## src/rtl/exec_ctrl.sv

```systemverilog
// exec_ctrl
// Execution controller for the multicycle RISC-V core. Generates the CPU clock
// (ClockDIV = CLOCK/2 while active, held low while stopped) and decides, at
// every CLOCK edge where ClockDIV is low, whether the core gets another period.
// Supports free run, single-instruction step, external halt and a PC
// breakpoint, and counts CPU cycles and fetched instructions.
//
// Ports
//   CLOCK      in   system clock (also the memory clock)
//   Reset      in   synchronous, active-high, shared with the CPU
//   Run        in   level: free-run request; rising edge resumes from halt
//   Step       in   rising edge: execute one instruction while halted
//   Halt       in   level: stop at next period boundary, highest priority
//   BrkEn      in   breakpoint enable
//   BrkAddr    in   breakpoint PC
//   PC         in   current CPU PC
//   Estado     in   current CPU FSM state
//   ClockDIV   out  CPU clock
//   Halted     out  high while in HALT
//   CtrlState  out  00 HALT, 01 RUN, 10 STEP
//   CycleCount out  ClockDIV rising edges since reset
//   InstrCount out  instruction fetches started since reset
module exec_ctrl #(
  parameter logic [3:0] FETCH_STATE = 4'd0
) (
  input  logic        CLOCK,
  input  logic        Reset,
  input  logic        Run,
  input  logic        Step,
  input  logic        Halt,
  input  logic        BrkEn,
  input  logic [31:0] BrkAddr,
  input  logic [31:0] PC,
  input  logic [3:0]  Estado,
  output logic        ClockDIV,
  output logic        Halted,
  output logic [1:0]  CtrlState,
  output logic [31:0] CycleCount,
  output logic [31:0] InstrCount
);

  typedef enum logic [1:0] {
    S_HALT = 2'b00,
    S_RUN  = 2'b01,
    S_STEP = 2'b10
  } state_e;

  state_e      state_q, state_d;
  logic        clkdiv_q, clkdiv_d;
  logic        skip_q, skip_d;
  logic        stepped_q, stepped_d;
  logic        run_q, step_q;
  logic [31:0] cyc_q, cyc_d;
  logic [31:0] ins_q, ins_d;

  logic run_e, step_e, fb, brk_hit, start;

  assign run_e   = Run & ~run_q;
  assign step_e  = Step & ~step_q;
  assign fb      = (Estado == FETCH_STATE);
  // skip lets a resume from a breakpoint execute the breakpointed instruction
  assign brk_hit = BrkEn & fb & (PC == BrkAddr) & ~skip_q;

  always_comb begin
    state_d   = state_q;
    skip_d    = skip_q;
    stepped_d = stepped_q;
    start     = 1'b0;
    // A high phase always completes; decisions are only taken while low.
    if (!clkdiv_q) begin
      unique case (state_q)
        S_HALT: begin
          if (Halt) begin
            state_d = S_HALT;
          end else if (step_e) begin
            state_d   = S_STEP;
            start     = 1'b1;
            stepped_d = 1'b0;
          end else if (run_e) begin
            state_d = S_RUN;
            start   = 1'b1;
            skip_d  = 1'b1;
          end
        end
        S_RUN: begin
          if (Halt || !Run) begin
            state_d = S_HALT;
          end else if (brk_hit) begin
            state_d = S_HALT;
          end else begin
            start  = 1'b1;
            skip_d = 1'b0;
          end
        end
        S_STEP: begin
          if (Halt) begin
            state_d = S_HALT;
          end else if (fb && stepped_q) begin
            state_d = S_HALT;
          end else begin
            start     = 1'b1;
            stepped_d = 1'b1;
          end
        end
        default: state_d = S_HALT;
      endcase
    end
    clkdiv_d = start;
    cyc_d    = cyc_q + {31'd0, start};
    ins_d    = ins_q + {31'd0, start & fb};
  end

  always_ff @(posedge CLOCK) begin
    if (Reset) begin
      state_q   <= S_HALT;
      clkdiv_q  <= 1'b0;
      skip_q    <= 1'b0;
      stepped_q <= 1'b0;
      run_q     <= 1'b0;
      step_q    <= 1'b0;
      cyc_q     <= 32'd0;
      ins_q     <= 32'd0;
    end else begin
      state_q   <= state_d;
      clkdiv_q  <= clkdiv_d;
      skip_q    <= skip_d;
      stepped_q <= stepped_d;
      run_q     <= Run;
      step_q    <= Step;
      cyc_q     <= cyc_d;
      ins_q     <= ins_d;
    end
  end

  assign ClockDIV   = clkdiv_q;
  assign Halted     = (state_q == S_HALT);
  assign CtrlState  = state_q;
  assign CycleCount = cyc_q;
  assign InstrCount = ins_q;

endmodule

```

## config.mk

```make
export PLATFORM = sky130hd
export DESIGN_NAME = exec_ctrl
export DESIGN_NICKNAME = d
export VERILOG_FILES = /design/src/rtl/exec_ctrl.sv
export SDC_FILE = /design/constraint.sdc
export NUM_CORES = 1
export LEC_CHECK = 0
export CORE_ASPECT_RATIO = 0.8
export CORE_MARGIN = 4
export CORE_UTILIZATION = 39
export DETAILED_ROUTE_END_ITERATION = 6
export GPL_ROUTABILITY_DRIVEN = 0
export GPL_TIMING_DRIVEN = 0
export MAX_ROUTING_LAYER = met4
export PLACE_DENSITY = 0.77
export SLEW_MARGIN = 30
export SYNTH_ARGS = -nofsm -noshare
export SYNTH_HDL_FRONTEND = slang
export SYNTH_SLANG_ARGS = --single-unit
```

## constraint.sdc

```tcl
create_clock -name CLOCK -period 3.6 [get_ports CLOCK]
set_clock_uncertainty 0.1 [all_clocks]
set_input_delay 0.72 -clock CLOCK [delete_from_list [all_inputs] [get_ports CLOCK]]
set_output_delay 0.72 -clock CLOCK [all_outputs]
set_load 0.01 [all_outputs]
```

# [After elaboration in Yosys (flattened, before gate mapping)]
# Index checks and enable logic that the tools add are counted.
[word_totals] register_bits=71 inputBits=74 elab_cells=72
[op_classes] eq_ne=14 bitwise=10 n_reduce_logical=10 n_addsub=2 n_mux=28
[op_table] operator="32-bit by 1-bit adder with 32-bit output" count=2
[op_table] operator="32-bit == test" count=1
[op_table] operator="1-bit two-way mux" count=17
[op_table] operator="2-bit two-way mux" count=7
[op_table] operator="2-bit inequality test, second input constant" count=6
[op_table] operator="7-bit AND reduction" count=1
[op_table] operator="1-bit AND" count=6
[op_table] operator="3-bit inequality test, second input constant" count=2
[op_table] operator="2-bit case mux with 3 select lines" count=1
[op_table] operator="6-bit AND reduction" count=1
[op_table] operator="4-bit zero test" count=1
[op_table] operator="2-bit by 1-bit inequality test with 1-bit output, second input constant" count=2
[op_table] operator="4-bit by 2-bit inequality test with 1-bit output, second input constant" count=1
[op_table] operator="1-bit inverter" count=4
[op_table] operator="1-bit case mux with 2 select lines" count=2
[op_table] operator="4-bit AND reduction" count=1
[op_table] operator="2-bit nonzero test" count=2
[op_table] operator="1-bit case mux with 3 select lines" count=1
[op_table] operator="2-bit by 1-bit == test with 1-bit output, second input constant" count=1
[op_table] operator="2-bit == test, second input constant" count=1
[op_table] operator="2-bit zero test" count=1
[op_table] operator="1-bit logical AND" count=1
[op_table] operator="1-bit zero test" count=1
[op_table] operator="1-bit logical OR" count=1

# [Logic depth before layout (Yosys ltp)]
# Gate-level depths: netlist of run 1.
[logic_depth] word_depth=10 ltp_mapped=13

# [Least setup slack after synthesis of run 1]
# Ideal clock, no wire load.
[synth_path] kind="input to register" from="in Estado[1]" to="reg cyc_q[14] (netlist: CycleCount[14])" slack_ns=-0.016 path_stages=13 arrival_ns=3.388 path_cell_list="nor4_1 nand4_1 or3_1 nor4_1 nor2_1 ha_1 ha_1 and3_1 nand4_1 clkbuf_1 nor3_1 xnor2_1 nor2_1"
[synth_via] elab_chain_cells=9
[synth_lines] element="from (decl)" line="34" text="input logic [3:0] Estado,"
[synth_lines] element="4-bit zero test *" line="60" text="assign fb = (Estado == FETCH_STATE);"
[synth_lines] element="1-bit AND (3 in series)" line="62" text="assign brk_hit = BrkEn & fb & (PC == BrkAddr) & ~skip_q;"
[synth_lines] element="1-bit two-way mux" line="88" text="end else if (brk_hit) begin"
[synth_lines] element="1-bit two-way mux" line="86" text="if (Halt || !Run) begin"
[synth_lines] element="1-bit case mux with 3 select lines *" line="71" text="unique case (state_q)"
[synth_lines] element="1-bit two-way mux *" line="70" text="if (!clkdiv_q) begin"
[synth_lines] element="net clkdiv_d" line="49" text="logic clkdiv_q, clkdiv_d;"
[synth_lines] element="32-bit by 1-bit adder with 32-bit output *" line="109" text="cyc_d = cyc_q + {31'd0, start};"
[synth_lines] element="to (signal assigned)" line="130" text="cyc_q <= cyc_d;"
[synth_lines] element="to (decl)" line="53" text="logic [31:0] cyc_q, cyc_d;"
# The timed path passes the listed nets; every way through them passes the cells marked *.
# A chain may end at the register's enable or synchronous reset.

# [Final worst setup path of run 1]
[layout_path] from="in Step" to="reg cyc_q[12] (netlist: CycleCount[12])"
[layout_via] elab_chain_cells=6
[layout_lines] element="from (decl)" line="29" text="input logic Step,"
[layout_lines] element="1-bit AND" line="59" text="assign step_e = Step & ~step_q;"
[layout_lines] element="1-bit two-way mux" line="75" text="end else if (step_e) begin"
[layout_lines] element="1-bit two-way mux" line="73" text="if (Halt) begin"
[layout_lines] element="1-bit case mux with 3 select lines" line="71"
[layout_lines] element="1-bit two-way mux" line="70"
[layout_lines] element="net clkdiv_d" line="49"
[layout_lines] element="32-bit by 1-bit adder with 32-bit output" line="109"
# The timed path passes the listed nets, and every way through them passes these cells.

==> reports/results.tsv, run 1 <==
stage	metric	value	unit
clock_tree	Root Buffer	clkbuf_8	
clock_tree	TritonCTS clock tree	yes	
clock_tree	latest clock arrival within the worst-skew pair	330	ps
place	hpwl dp	7760	um
timing	Hold WS	393	ps
logic_synthesis	count leader, synth	dfxtp_1	
logic_synthesis	post-synth top area share	40.8	%
floorplanning	die width	114	um
floorplanning	Die Y	92.6	um
global_route	initial antenna violation count	0	
critical_path	CP endpoint kind	flip-flop	
timing	count of pins over their slew limit	0	
clock_tree	CTS clk-pin slew, worst paths	70	ps
global_route	total congestion overflow	0	
final_layout	area grow syn2layout	55.4	%
route	Antenna Nets Post-Route	0	
final_layout	ANT cells	0	
floorplanning	die area	10500	um2
logic_synthesis	ys flop type	dfxtp_1	
place	IO Port Bufs	140	
floorplanning	Starting Density	40.6	%
logic_synthesis	cell count after synthesis	406	
timing	Slew headroom	58.2	%
job	maxcap violations	0	
route	DRC viols	0	
floorplanning	row cnt	30	
logic_synthesis	Post-synth top cells	71 x dfxtp_1, 64 x nor2_1, 48 x xnor2_1, 33 x xor2_1, 22 x nand3_1	
pwr	static leakage	0.00183	uW
global_route	Total GRT Usage	19.3	%
floorplanning	core footprint	8600	um2
logic_synthesis	register area share after synthesis	40.8	%
logic_synthesis	post-synth cell types	33	
critical_path	reg2reg path depth	14	
clock_tree	maximum root-to-sink buffer count	2	
logic_synthesis	Post-Syn Area	3490	um2
logic_synthesis	Post-synth EDFFs	0	
logic_synthesis	#FFs+latches synth	71	
logic_synthesis	Post-Syn Nets	484	
critical_path	CP Cell Sequence	clkdlybuf4s50_1 > nor2b_2 > o31ai_1 > a31oi_1 > buf_4 > nor2_1 > nor2_2 > ha_4 > ha_1 > and3_4 > nand4_1 > buf_4 > or3_1 > xor2_1 > nor2_1	
clock_tree	clk sinks	71	
timing	final worst path period share	96.2	%
final_layout	Final Cell Area	5420	um2
min_path	hold endpoint	CycleCount[31]	
clock_tree	TritonCTS Buffers	9	
final_layout	fraction of layout cells with a size suffix above 1	8.85	%
route	Iter 0 DRT Violations	188	
logic_synthesis	Async S/R FF share, synth	0	%
critical_path	worst-path fanout max	4	
critical_path	reg2reg end	CycleCount[12]	
final_layout	Layout Nets	638	
timing	Fmax	289	MHz
global_route	first-pass GRT wire length	16000	um
timing	Final Critical Period	3460	ps
critical_path	crit-path max cell delay	500	ps
route	via/cell ratio	5.09	
global_route	largest net degree at the start of global routing	12	
route	final wirelength	10100	um
logic_synthesis	Syn. warnings	0	
critical_path	worst reg-to-reg setup slack	580	ps
critical_path	FF-to-FF Start	CtrlState[0]	
critical_path	critical path class	in -> reg	
critical_path	Worst EP arrival	3560	ps
final_layout	Final Util	63.0	%
logic_synthesis	Area contributors post-synth	dfxtp_1 41%, xnor2_1 12%, xor2_1 8.3%	
pwr	VDD IR max	165	uV
critical_path	Worst path slowest cell	clkdlybuf4s50_1	
critical_path	Req. time, crit path	3700	ps
global_route	vias in the first global route	3504	
route	Routed wire per std cell	14.9	um
min_path	min-delay src	CycleCount[31]	
place	Placed Area	5030	um2
critical_path	critical path startpoint category	input port	
timing	Fin. Hold Viols	0	
pwr	Pwr Density	287	nW/um2
route	first-pass iteration count of the detailed router	4	
outcome	status	completed	
min_path	Worst Hold Path Cells	2	
clock_tree	hold-fix buffers at CTS	0	
timing	Slew @ Worst Pin	622	ps
route	via total after detailed routing	3447	
clock_tree	Max H-tree Level	3	
logic_synthesis	synthesized area per cell	8.59	um2
timing	final setup fails	0	
logic_synthesis	largest area contributor in the netlist	dfxtp_1	
floorplanning	num ports	142	
min_path	HP Class	reg -> reg	
[worst max-delay path by stage]
| stage | startpoint | to |
|---|---|---|
| floorplan | Estado[1] | CycleCount[14] |
| global placement | Estado[1] | CycleCount[16] |
| detailed placement | Estado[1] | CycleCount[24] |
| CTS | Estado[2] | CycleCount[24] |
| global route | Step | InstrCount[30] |
| finish | Step | CycleCount[12] |
[cells by family after synthesis]
kind of cell    Yosys count  share of synthesized area, %
compound gates           24                          4.38
xor+xnor                 81                          20.4
fa+ha+maj                 4                          1.44
buf+inv                  24                          2.58
flops                    71                          40.8
simple gates            202                          30.5
[final cells by class]
type	instances	area (um2)
fillers	720	3180
multi-input cells	311	2140
repair buffers	145	1450
flip-flops and latches	71	1420
clock buffers	13	159
well taps	112	140
plain buffers	12	55.1
inverters	10	37.5
clock inverters	3	17.5
[layer usage]
metal | part of all wire (%) | vias to the layer above | wire length [um] | track usage, %
met4 | 1.1 | 0 | 113 | 6.51
met2 | 50 | 115 | 5010 | 32.8
met1 | 43 | 1606 | 4310 | 22.5
li1 | - | 1718 | - | -
met5 | 0 | - | 0 | -
met3 | 6.2 | 8 | 628 | 4.31
[report_power, final]
| part | internal [uW] | switching [uW] | leakage (uW) |
|---|---|---|---|
| Clock | 286 | 285 | 0.0000894 |
| Sequential | 792 | 8.61 | 0.000573 |
| Combinational | 114 | 67.4 | 0.00117 |
[critical path, delay by kind of cell]
kind            cells  cell delay (ps)
xor+xnor            1              150
simple gates        7             1220
buf+inv             3              880
compound gates      2              250
fa+ha+maj           2              340
[per-stage QoR]
step                      setup slack, ps  setup TNS, ps  instances  power, uW
after floorplan                      78.3              0        406        875
final                                 138              0        677       1550
after global placement               -899         -26970        658        988
after detailed placement             -932         -29630        658        990
after CTS                           -5.83          -5.83        677       1570
after global routing                -54.5           -132        677       1620
[placed cells by master (no fill, tap or decap), types with 7 or more instances in the layout]
cell type,instances
nand3_1,21
dfxtp_1,71
inv_1,10
xnor2_1,48
nand4_1,17
nand2_1,14
or3_1,7
clkbuf_8,12
clkbuf_1,13
xor2_1,33
a21oi_1,8
nor2b_1,10
nor4_1,10
nor3_1,12
clkdlybuf4s50_1,136
nor4_2,8
nor2_1,63
o21ai_0,7
[registers in the layout, indices dropped and copies added, names as in the netlist]
name	flops
run_q	1
CtrlState	2
CycleCount	32
step_q	1
ClockDIV	1
InstrCount	32
stepped_q	1
skip_q	1
[timing repair]
action                     4_1_cts  5_1_grt
gates resized for setup         12       23
pin swaps                        3        7
gates cloned                     0        1
setup endpoints to repair       45       43
setup buffers                    3        1
Note: power is estimated with default switching activity, not from simulation.
==> run 2, diff against run 1 <==
- CORE_UTILIZATION: 39 -> 46
- DONT_BUFFER_PORTS: unset -> 1
- PLACE_DENSITY: 0.77 -> unset
==> run 2 against run 1 <==
Net effect:
- first-iteration DRC count is 60% lower
- hold slack better by 8.7 ps
- worst setup slack gained 170 ps
- cell count down 22%
- power up 3.0%
- clock power rose by 27%
- sequential power about the same
- maximum frequency is 5.3% higher
- non-clock buffer count fell by 143
- sequential cell count unchanged
==> reports/results.tsv, run 2 (synthesized netlist as in run 1, its figures left out) <==
stage	metric	value	unit	change
floorplanning	Die Y	85.9	um	-7.2%
final_layout	most common cell after layout, fill and taps aside	dfxtp_1		
critical_path	worst reg-to-reg setup slack	380	ps	-200 ps
clock_tree	maximum root-to-sink buffer count	2		unchanged
pwr	VDD IR max	241	uV	+46%
floorplanning	die area	9040	um2	-14%
floorplanning	die width	105	um	-7.4%
global_route	Total GRT Usage	19.5	%	+0.20 points
final_layout	fillers	724		+0.56%
clock_tree	CTS clk-pin slew, worst paths	80	ps	about the same
timing	Final Critical Period	3290	ps	-175 ps
final_layout	area grow syn2layout	11.5	%	
clock_tree	Max H-tree Level	3		unchanged
clock_tree	TritonCTS clock tree	yes		
final_layout	Layout Nets	495		-22%
timing	RSZ-0062 raised after global routing	no		
place	Cells after DPL	511		-22%
route	final wirelength	8490	um	-16%
clock_tree	hold-fix buffers at CTS	0		unchanged
min_path	HP Class	in -> reg		
route	via total after detailed routing	2856		-17%
pwr	Pwr Density	412	nW/um2	+44%
critical_path	critical path class	in -> reg		
critical_path	CP endpoint kind	flip-flop		
route	DRC viols	0		unchanged
final_layout	fraction of layout cells with a size suffix above 1	6.40	%	-2.5 points
route	Iter 0 DRT Violations	75		-60%
timing	Slew @ Worst Pin	906	ps	+284 ps
pwr	static leakage	0.00126	uW	-31%
clock_tree	TritonCTS Buffers	9		unchanged
critical_path	Worst EP arrival	3400	ps	-160 ps
route	via/cell ratio	5.42		+6.4%
job	maxcap violations	0		unchanged
critical_path	Req. time, crit path	3720	ps	+20 ps
global_route	initial antenna violation count	0		unchanged
outcome	status	completed		
global_route	largest net degree at the start of global routing	14		+2
clock_tree	Root Buffer	clkbuf_8		
timing	Slew headroom	39.2	%	-19 points
timing	Fmax	304	MHz	+5.3%
route	Routed wire per std cell	16.1	um	+8.4%
timing	final worst path period share	91.3	%	-4.9 points
final_layout	ANT cells	0		unchanged
final_layout	Final Non-Filler Cells	527		-22%
floorplanning	num ports	142		unchanged
clock_tree	clk sinks	71		unchanged
place	IO Port Bufs	0		-100%
critical_path	worst-path fanout max	10		+6
timing	Fin. Hold Viols	0		unchanged
clock_tree	post-CTS setup buffers	0		-3
global_route	total congestion overflow	0		unchanged
global_route	vias in the first global route	2721		-22%
route	Antenna Nets Post-Route	0		unchanged
route	first-pass iteration count of the detailed router	4		unchanged
clock_tree	latest clock arrival within the worst-skew pair	350	ps	+20 ps
global_route	first-pass GRT wire length	13500	um	-16%
floorplanning	row cnt	28		-6.7%
timing	count of pins over their slew limit	0		unchanged
critical_path	critical path startpoint category	input port		
floorplanning	core footprint	7390	um2	-14%
final_layout	Sequential Area	1420	um2	unchanged
place	hpwl dp	6610	um	-15%
final_layout	multi-input logic area	2010	um2	-5.9%
final_layout	Final Util	52.6	%	-10 points
floorplanning	Starting Density	47.2	%	+6.6 points
timing	final setup fails	0		unchanged
final_layout	commonest cells after routing, fill and taps aside	71 x dfxtp_1, 64 x nor2_1, 48 x xnor2_1, 33 x xor2_1, 22 x nand3_1		
[run 2: stage by stage]
step	hold WS [ps]	instance area [um2]	worst slack (ps)	TNS, ps	total power (uW)
global route	376	3880	47.4	0	1660
detailed placement	419	3620	-436	-5400	891
CTS	383	3850	100	0	1620
finish	402	3880	312	0	1600
global placement	408	3620	-406	-5710	889
floorplan	387	3490	78.3	0	875
[run 2: timing repair]
| action | CTS | global route |
|---|---|---|
| endpoints found under the hold margin | 0 | 0 |
| setup endpoints to repair | 9 | 33 |
| pin swaps | 0 | 0 |
| resized for setup | 1 | 5 |
[run 2: worst paths after layout]
kind	end	cells past startpoint	from
worst min-delay path	run_q	1	Run
worst max register to register	CycleCount[31]	12	CtrlState[0]
worst max-delay path	CycleCount[16]	13	Estado[1]
worst min register to register	skip_q	2	skip_q
[run 2: layer usage]
metal	up-vias	wire, um	track usage, %
met5	-	0	-
met2	118	4070	31.2
met4	0	82	4.29
met1	1297	3520	23.1
li1	1430	-	-
met3	11	819	8.05
[run 2: power breakdown]
| group | leakage [uW] | internal, uW | total, uW | switching, uW |
|---|---|---|---|---|
| registers | 0.000573 | 791 | 801 | 9.91 |
| logic | 0.000569 | 34.7 | 72.6 | 37.9 |
| clock network | 0.000117 | 413 | 726 | 314 |
| total | 0.00126 | 1240 | 1600 | 361 |
[run 2: area by class of cell]
| type | count | area share [%] |
|---|---|---|
| tap | 105 | 3.38 |
| multi-input combinational | 311 | 51.8 |
| sequential | 71 | 36.6 |
| clock buffer | 10 | 3.54 |
| clock inverter | 6 | 2.35 |
| inverter | 10 | 0.966 |
| buffer | 14 | 1.38 |
[run 2: worst max-delay path, stage by stage]
cell and delay, ps:
nor4_4 330, nand4_1 120, or3_1 420, nor4_2 310, nor2_1 100, ha_1 240
ha_1 220, and3_1 180, nand4_1 170, clkbuf_2 270, nor4_1 110, xnor2_1 150
nor2_1 50
==> edit 1 (settings of run 2) <==
Put one more register stage on the output `CycleCount`, without a reset. The value now appears one clock later. The other outputs are not delayed to match. Comments in the files are not updated.
--- a/src/rtl/exec_ctrl.sv
+++ b/src/rtl/exec_ctrl.sv
@@ -135,7 +135,9 @@
   assign ClockDIV   = clkdiv_q;
   assign Halted     = (state_q == S_HALT);
   assign CtrlState  = state_q;
-  assign CycleCount = cyc_q;
+  always_ff @(posedge CLOCK) begin
+    CycleCount <= cyc_q;
+  end
   assign InstrCount = ins_q;
 
 endmodule
Formal check against the unedited RTL: not equivalent (Yosys sat finds a counterexample within 4 cycles, from zero or initial values and one cycle with Reset high).
==> edit 1 against run 2 <==
Cell area rose by 27%; synthesized area rose by 27%; count of clock-buffer cells in the layout did not move; total power rose by 48%; wire length rose by 12%; highest routed layer unchanged; worst setup slack got worse by 0.029 ns; sequential cell count rose by 32; largest cell class unchanged.
==> edit 1: results <==
clock_tree:
  clk_path_buf_depth: 2
  cts.htree.levels: 3
  clk_pin_slew_ns: 0.06
  cts_resized: 0
  cts-root-buf: "clkbuf_16"
drt:
  drt_iter0_markers: 191
  routed_wl_um: 9550
  viasPerCell: 5.540
synth:
  yosys_warnings: 0
  synth_xor_area_share_pct: 15.63
  synthFlopType: "dfxtp_1"
  synth_top_cells_by_count: "dfxtp_1 (103), nor2_1 (63), xor2_1 (44)"
  syn_nets: 554
  synth-adder-area-share_pct: 1.130
  synth_top_area_share_pct: 46.57
  syn_avg_cell_area_um2: 9.303
  async_flop_share_pct: 0
  yosysSeqAreaShare_pct: 46.57
  synth_compound_area_share_pct: 4.267
  ys_top_cells_by_area: "dfxtp_1 (47%), xor2_1 (8.7%), xnor2_1 (6.9%)"
  yosysUniqueCellTypes: 50
  synthMuxAreaShare_pct: 0
global_routing:
  grt_start_max_net_pins: 18
  grt_pass1_vias: 3194
  antenna_found_initial: 0
  grt_pass1_wl_um: 15480
  track_usage_pct: 17.57
pwr:
  irDropWorstVdd_v: 0.0002068
  p_leak_nw: 1.695
place:
  dp.final_hpwl_um: 7206
  portBuffers: 0
  place_ws_ns: -0.06768
  place_inst: 591
status:
  status: "finished clean"
final_layout:
  fin_nets: 565
  n_antenna_cell: 0
  layout.cells.non_filler: 607
  post_route_cells_drive_above_1_share_pct: 7.317
setup_path:
  crit_arrival_ns: 3.43
  cp_max_fo: 10
worst_hold_path:
  hold_class: "reg -> reg"
timing:
  relSlewSlack_pct: 55.08
==> edit 1: stage by stage <==
step                area (um^2)  util, %
floorplan                  4428        -
global placement           4572    49.53
detailed placement         4572    49.53
CTS                        4926    53.36
global route               4927    53.37
finish                     4927    53.37
==> edit 1: final cells by class <==
class / instances / area (um^2)
sequential: 103 / 2062
buffer: 16 / 80.08
clock buffer: 10 / 239.0
multi-input combinational: 345 / 2242
tap: 115 / 143.9
clock inverter: 6 / 115.1
fill: 888 / 4304
inverter: 12 / 45.04
==> edit 1: path summary, 6_finish.rpt <==
check                           slack (ns)  cells past startpoint             end    startpoint
worst max-delay path                  0.28                     11       cyc_q[17]    BrkAddr[2]
worst min-delay path                  0.26                      0   CycleCount[0]      cyc_q[0]
worst max register to register        0.36                     13  InstrCount[26]  CtrlState[1]
worst min register to register        0.26                      0   CycleCount[0]      cyc_q[0]
==> edit 1: critical path, cell delays in order <==
cell and delay [ns]:
nor2b_1 0.12, nor4_1 0.33, nand3_1 0.12, nor4_1 0.46
a21oi_1 0.14, ha_1 0.25, nand3_1 0.37, clkbuf_1 0.53
nor3_1 0.15, xnor2_1 0.18, nor2_1 0.05
==> edit 1: per-layer routing <==
metal  vias to the layer above  routed length [um]  track usage, %
li1                       1682                   -               -
met1                      1562                4437           21.92
met2                       106                4301           26.59
met3                        13                 696           6.757
met4                         0                 114           5.561
met5                         -                   0               -
==> edit 1: report_power, final <==
group,internal (mW),switching [mW]
Sequential,1.15,0.00926
Clock,0.702,0.419
Combinational,0.0414,0.0559
==> edit 1: cell families (layout without fill, tap and decap cells) <==
group | after synthesis | count (layout)
AO/OA/AOI/OAI | 32 | 32
AND/OR/NAND/NOR | 230 | 230
flip-flops | 103 | 103
adder cells (fa/ha/maj) | 4 | 4
buffers and inverters | 28 | 44
XOR/XNOR | 79 | 79
==> edit 2 (config.mk and constraints of run 2) <==
Without the edit above. Reset style: asynchronous (`Reset`), changed in one clocked block.
--- a/src/rtl/exec_ctrl.sv
+++ b/src/rtl/exec_ctrl.sv
@@ -110,7 +110,7 @@
     ins_d    = ins_q + {31'd0, start & fb};
   end
 
-  always_ff @(posedge CLOCK) begin
+  always_ff @(posedge CLOCK or posedge Reset) begin
     if (Reset) begin
       state_q   <= S_HALT;
       clkdiv_q  <= 1'b0;
Function: differs if Reset is asserted again (counterexample within 4 cycles, from zero or initial values and one cycle with Reset high); with Reset held inactive, the same outputs for 10 cycles.
==> edit 2 against run 2 <==
Wire length is 14% lower; synthesized area is 0.72% higher; critical path depth is 1 lower; synthesized cell count is 18% lower; fmax is 4.4% lower; highest routed layer unchanged; non-clock buffer count is 11 lower; total power is 18% higher; critical endpoint is now InstrCount[18]; cell count is 14% lower; sequential cell count stayed put; utilization is 0.26 points higher; critical path type unchanged; worst setup slack worse by 0.15 ns; die area is 0.66% higher; cell area is 0.97% higher.
==> edit 2: results <==
status:
  status: "finished clean"
synth:
  ys_ff_latch: 71
  yosysSeqAreaShare_pct: 50.61
  syn_nets: 409
  ys_top_cells_by_area: "dfrtp_1 (51%), xnor2_1 (15%), xor2_1 (8.2%)"
  synth_top_cells_by_count: "dfrtp_1 (71), xnor2_1 (59), nand2_1 (33), xor2_1 (33), nor2_1 (24)"
  async_flop_share_pct: 100.0
  syn_avg_cell_area_um2: 10.61
  yosysUniqueCellTypes: 32
final_layout:
  seq_area_um2: 1777
  signal_buffers: 3
  multi_input_area_share_pct: 43.25
  post_route_cells_drive_above_1_share_pct: 7.493
  buffer_area_share_pct: 0.7018
  multi_input_area_um2: 1697
  fin_nets: 421
  n_fill_cell: 688
  clock_tree_area_fraction_pct: 6.571
  inverters_excl_clock: 8
  multiInputCombCellCount: 250
place:
  place_ws_ns: -0.2164
  dpl_cell_area_um2: 3665
  dp.final_hpwl_um: 5588
  place_inst: 437
global_routing:
  grt_pass1_wl_um: 11940
  grt_start_max_net_pins: 41
  grt_pass1_vias: 2332
  track_usage_pct: 16.93
drt:
  routed_wl_um: 7269
  viasPerCell: 5.274
  vias: 2384
clock_tree:
  cts_resized: 0
  clock_latency_ns: 0.33
setup_path:
  max_stage_delay_ns: 0.55
  crit_arrival_ns: 3.56
  cp_max_fo: 6
  critPathSlowestCell: "or4_4"
  reg2reg_from: "CtrlState[1]"
pwr:
  p_leak_nw: 1.727
  irDropWorstVdd_v: 0.0003994
worst_hold_path:
  hold_class: "in -> async"
timing:
  relSlewSlack_pct: 48.20
edit 2: logic make-up (layout without fill, tap and decap cells):
kind of cell,after synthesis,in the layout,synth area share [%]
fa+ha+maj,4,4,1.426
buf+inv,10,26,1.069
flops,71,71,50.61
simple gates,141,141,21.60
xor+xnor,92,92,22.95
compound gates,13,13,2.352
edit 2: per-layer routing:
metal,up-vias,track usage [%],wire length [um]
met5,-,-,0
met4,0,4.941,85
met3,10,7.675,577
li1,1159,-,-
met1,1148,21.68,3308
met2,67,24.25,3298
edit 2: power breakdown:
part           total (mW)  switching (mW)  internal [mW]
Combinational       0.137          0.0701         0.0673
Sequential          0.937          0.0852          0.852
Clock               0.811           0.284          0.526
Total                1.89           0.440           1.45
edit 2: worst paths after layout:
kind / end / slack [ns]
worst max register to register: InstrCount[28] / 0.24
min in group CLOCK: run_q / 0.31
worst max-delay path: InstrCount[18] / 0.16
worst min register to register: skip_q / 0.42
max in group asynchronous: CycleCount[30] / 2.71
worst min-delay path: skip_q / 0.15
